**src/rtl/fsm_1100.sv**
```systemverilog
// Moore detector for the serial sequence 1,1,0,0; pulse is registered, one cycle after the final 0 is sampled.
// No backpressure: one bit is consumed every clock.
module fsm_1100 (
  input  logic clk,
  input  logic rst,
  input  logic bit_in,
  output logic pattern_detected
);

  typedef enum logic [2:0] {
    S_IDLE = 3'd0,
    S_1    = 3'd1,
    S_11   = 3'd2,
    S_110  = 3'd3,
    S_DET  = 3'd4
  } state_t;

  state_t state;

  function automatic state_t next_state(input state_t cur, input logic b);
    state_t nxt;
    nxt = S_IDLE;
    case (cur)
      S_IDLE: nxt = b ? S_1   : S_IDLE;
      S_1:    nxt = b ? S_11  : S_IDLE;
      S_11:   nxt = b ? S_11  : S_110;
      S_110:  nxt = b ? S_1   : S_DET;
      S_DET:  nxt = b ? S_1   : S_IDLE;
      // Unused encodings fall back to idle with the output low.
      default: nxt = S_IDLE;
    endcase
    return nxt;
  endfunction

  // Output is registered alongside the state so it tracks S_DET exactly.
  always_ff @(posedge clk or negedge rst) begin
    if (!rst) begin
      state            <= S_IDLE;
      pattern_detected <= 1'b0;
    end else begin
      state            <= next_state(state, bit_in);
      pattern_detected <= (next_state(state, bit_in) == S_DET);
    end
  end

endmodule

```
**config.mk**
```make
export PLATFORM = sky130hd
export DESIGN_NAME = fsm_1100
export DESIGN_NICKNAME = d
export VERILOG_FILES = /design/src/rtl/fsm_1100.sv
export SDC_FILE = /design/constraint.sdc
export NUM_CORES = 1
export LEC_CHECK = 0
export ABC_AREA = 1
export CAP_MARGIN = 30
export CORE_AREA = 2 2 39 41
export DETAILED_ROUTE_END_ITERATION = 7
export DIE_AREA = 0 0 41 43
export GPL_TIMING_DRIVEN = 0
export PLACE_DENSITY = 0.3
export SLEW_MARGIN = 20
export SYNTH_ARGS = -nofsm -noshare
export SYNTH_HDL_FRONTEND = slang
export SYNTH_SLANG_ARGS = --single-unit
```
**constraint.sdc**
```tcl
create_clock -name clk -period 1.05 [get_ports clk]
set_input_delay 0.2625 -clock clk [delete_from_list [all_inputs] [get_ports clk]]
set_output_delay 0.2625 -clock clk [all_outputs]
set_load 0.05 [all_outputs]
```
==> load_flow_metrics.sql, run 1 <==
INSERT INTO impl_metrics (metric_group, metric, value, unit) VALUES
('run_status', 'outcome', 'finished, final reports clean', ''),
('power', 'power.net_switching', '0.2074', 'mW'),
('sta', 'final-hold-violation-count', '0', ''),
('worst_setup_path', 'cell_type_group_with_the_largest_total_delay_on_the_critical_path', 'flip-flops', ''),
('worst_setup_path', 'critical_path_buf_inv_count', '1', ''),
('route', 'routed_wl', '308', 'µm'),
('run', 'cap_violations', '0', ''),
('worst_setup_path', 'critical_path_startpoint_category', 'flop', ''),
('floorplanning', 'core_area', '1384', 'µm²'),
('place', 'place.port_buffers', '3', ''),
('power', 'power_report.internal_total', '0.3923', 'mW'),
('finish', 'antenna_diode_count', '0', ''),
('sta', 'tightest_slew', '0.1994', 'ns'),
('worst_setup_path', 'critPathSlowestCell', 'sky130_fd_sc_hd__dfrtp_1', ''),
('sta', 'finalCritPeriodShare', '0.9620', ''),
('floorplanning', 'floorplan.initialDensity', '0.1257', ''),
('finish', 'area_growth', '42.45', '%'),
('finish', 'finalNetCount', '33', ''),
('finish', 'fillerInstances', '153', ''),
('power', 'leakagePower', '0.1336', 'nW'),
('sta', 'max_freq', '990.0', 'MHz'),
('grt', 'gr-total-overflow', '0', ''),
('logic_synthesis', 'syn_avg_cell_area', '7.905', 'µm²'),
('hold_path', 'worst_hold_path_type', 'in -> async', ''),
('clock_network', 'root_buf_cell', 'sky130_fd_sc_hd__clkbuf_4', ''),
('power', 'ir_drop', '586.5', 'µV'),
('clock_network', 'clkSlewWorstSetupHoldPaths', '0.04', 'ns'),
('grt', 'grt_antenna_before_repair', '0', ''),
('floorplanning', 'fp.dieArea', '1763', 'µm²'),
('place', 'placed_cell_area', '224.0', 'µm²'),
('power', 'power.density_cell_area', '2421', 'nW/µm²'),
('sta', 'hold_ws', '0.2392', 'ns'),
('logic_synthesis', 'post_synth_instance_area', '173.9', 'µm²'),
('logic_synthesis', 'synth.yosys.seq_area_share', '0.5755', ''),
('finish', 'layout_common_cells', 'sky130_fd_sc_hd__nand2_1 (7), sky130_fd_sc_hd__dfrtp_1 (4), sky130_fd_sc_hd__nor2_1 (3), sky130_fd_sc_hd__inv_1 (3), sky130_fd_sc_hd__clkbuf_4 (3)', ''),
('sta', 'worst_clock_skew', '0.001765', 'ns'),
('logic_synthesis', 'synth_xor_xnor_area_share', '0', ''),
('finish', 'final_layout_size_suffix_gt1_frac', '0.2143', ''),
('worst_setup_path', 'critical_path.max_stage_delay', '0.36', 'ns'),
('grt', 'first_pass_grt_wire_length', '634', 'µm'),
('logic_synthesis', 'post_synth_mux_area_share', '0', ''),
('route', 'detail_route.wl_per_cell', '7.000', 'µm'),
('sta', 'rsz0062_at_grt', 'no', ''),
('logic_synthesis', 'area_share_of_fa_ha_maj_cells_after_synthesis', '0', ''),
('floorplanning', 'die_h', '43', 'µm'),
('finish', 'utilization', '0.1790', ''),
('route', 'route.antenna.remaining_nets', '0', ''),
('floorplanning', 'die_x', '41', 'µm'),
('power', 'switching_share', '0.3459', ''),
('finish', 'layout_commonest_cell', 'sky130_fd_sc_hd__nand2_1', ''),
('floorplanning', 'fp-row-count', '14', ''),
('sta', 'finalWorstPathRequiredPeriod', '1.010', 'ns'),
('logic_synthesis', 'simple_gate_share_of_the_synthesized_area', '0.3381', ''),
('power', 'pwr-share-clk', '0.314', ''),
('logic_synthesis', 'post_synth_num_cell_types', '8', ''),
('route', 'routed_via_density', '3.432', ''),
('clock_network', 'post_cts.repair.setup_buffers', '0', ''),
('logic_synthesis', 'total_of_flip_flops_plus_latches_after_synthesis', '4', ''),
('power', 'fin_total_pwr', '0.5997', 'mW'),
('grt', 'grt_max_degree', '5', ''),
('logic_synthesis', 'synth_compound_area_frac', '0', ''),
('worst_setup_path', 'crit_type', 'reg -> out', ''),
('clock_network', 'numCtsBuffers', '3', ''),
('worst_setup_path', 'cp_cell_sequence', 'buf_6', ''),
('logic_synthesis', 'yosys_warnings', '0', ''),
('sta', 'maxSlewHeadroom', '0.8667', ''),
('place', 'gp_routability_congestion', '0.6910', ''),
('route', 'dr.first_iter.drc_count', '3', ''),
('worst_setup_path', 'critical_path_peak_fanout', '1', ''),
('worst_setup_path', 'timing.critical_path.required', '0.79', 'ns'),
('place', 'hpwl', '247.4', 'µm');
-- power by group through the flow --
stage	Clock, mW	Combinational (mW)	Sequential (mW)
detailed placement	0	0.173	0.239
floorplan	0	0.113	0.251
CTS	0.199	0.172	0.237
finish	0.188	0.173	0.238
global placement	0	0.175	0.238
global route	0.215	0.214	0.245
-- cell type report --
cell class	instances	area (µm²)	area share
Multi-Input combinational cell	14	58.81	0.2374
Sequential cell	4	100.1	0.4040
Tap cell	16	20.02	0.08081
Inverter	4	15.01	0.06061
Clock buffer	3	22.52	0.09091
Timing Repair Buffer	3	31.28	0.1263
-- state kept, by name, summed over array words and instances (netlist names) --
name	count
state	3
pattern_detected	1
-- through the flow --
| stage | cells | TNS, ns | worst slack, ns |
|---|---|---|---|
| after CTS | 44 | 0 | 0.009382 |
| final | 44 | 0 | 0.03990 |
| after detailed placement | 41 | -0.4989 | -0.3068 |
| after global routing | 44 | 0 | 0.01335 |
| after floorplan | 22 | 0 | 0.2016 |
| after global placement | 41 | -0.4644 | -0.3036 |
-- layer usage --
layer  global-route usage  wire (µm)
met1              0.07143        140
met2              0.05938        127
met3              0.09948         40
met4              0.02000          0
met5                    0          0
-- cell families (layout without fill, tap and decap cells) --
group                  Yosys count  after routing
AND/OR/NAND/NOR                 14             14
buffers and inverters            4             10
flip-flops                       4              4
-- final timing paths --
path / to / startpoint / cells past startpoint / slack (ns)
hold / removal: state[0]$_DFF_PN0_ / rst / 1 / 0.24
max in group asynchronous: state[2]$_DFF_PN0_ / rst / 1 / 0.64
hold reg to reg: pattern_detected$_DFF_PN0_ / state[2]$_DFF_PN0_ / 1 / 0.49
setup / recovery: pattern_detected / pattern_detected$_DFF_PN0_ / 1 / 0.04
min in group clk: pattern_detected$_DFF_PN0_ / state[2]$_DFF_PN0_ / 1 / 0.49
setup reg to reg: state[1]$_DFF_PN0_ / state[1]$_DFF_PN0_ / 4 / 0.27
-- repair_timing --
action | CTS | global route
gates cloned | 0 | 0
setup endpoints to repair | 1 | 1
gates resized for setup | 6 | 1
-- Yosys cell counts --
library cell / number / area (µm²)
sky130_fd_sc_hd__nand2_1: 7 / 26.28
sky130_fd_sc_hd__dfrtp_1: 4 / 100.1
sky130_fd_sc_hd__inv_1: 3 / 11.26
sky130_fd_sc_hd__nor2_1: 3 / 11.26
sky130_fd_sc_hd__nor3_1: 2 / 10.01
sky130_fd_sc_hd__inv_2: 1 / 3.750
sky130_fd_sc_hd__nand2_2: 1 / 6.260
sky130_fd_sc_hd__nand3_1: 1 / 5.000
(Power assumes the default switching activity.)
==> inputs of run 2 (changes only) <==
Clock period 1.05 ns to 1 ns, I/O delays scaled along.
==> results of run 2 <==
Same layout as run 1 (identical final DEF). Status: finished, final reports clean.
Main changes from that run: setup slack after placement -0.3068 ns -> -0.3443 ns; number of gates resized after CTS 6 -> 7; setup slack after layout 0.03990 ns -> 0.002401 ns; hold slack 0.2392 ns -> 0.2267 ns; register-to-register setup slack 0.27 ns -> 0.22 ns; total power 0.5997 mW -> 0.6297 mW; worst IR drop on VDD 586.5 µV -> 615.8 µV
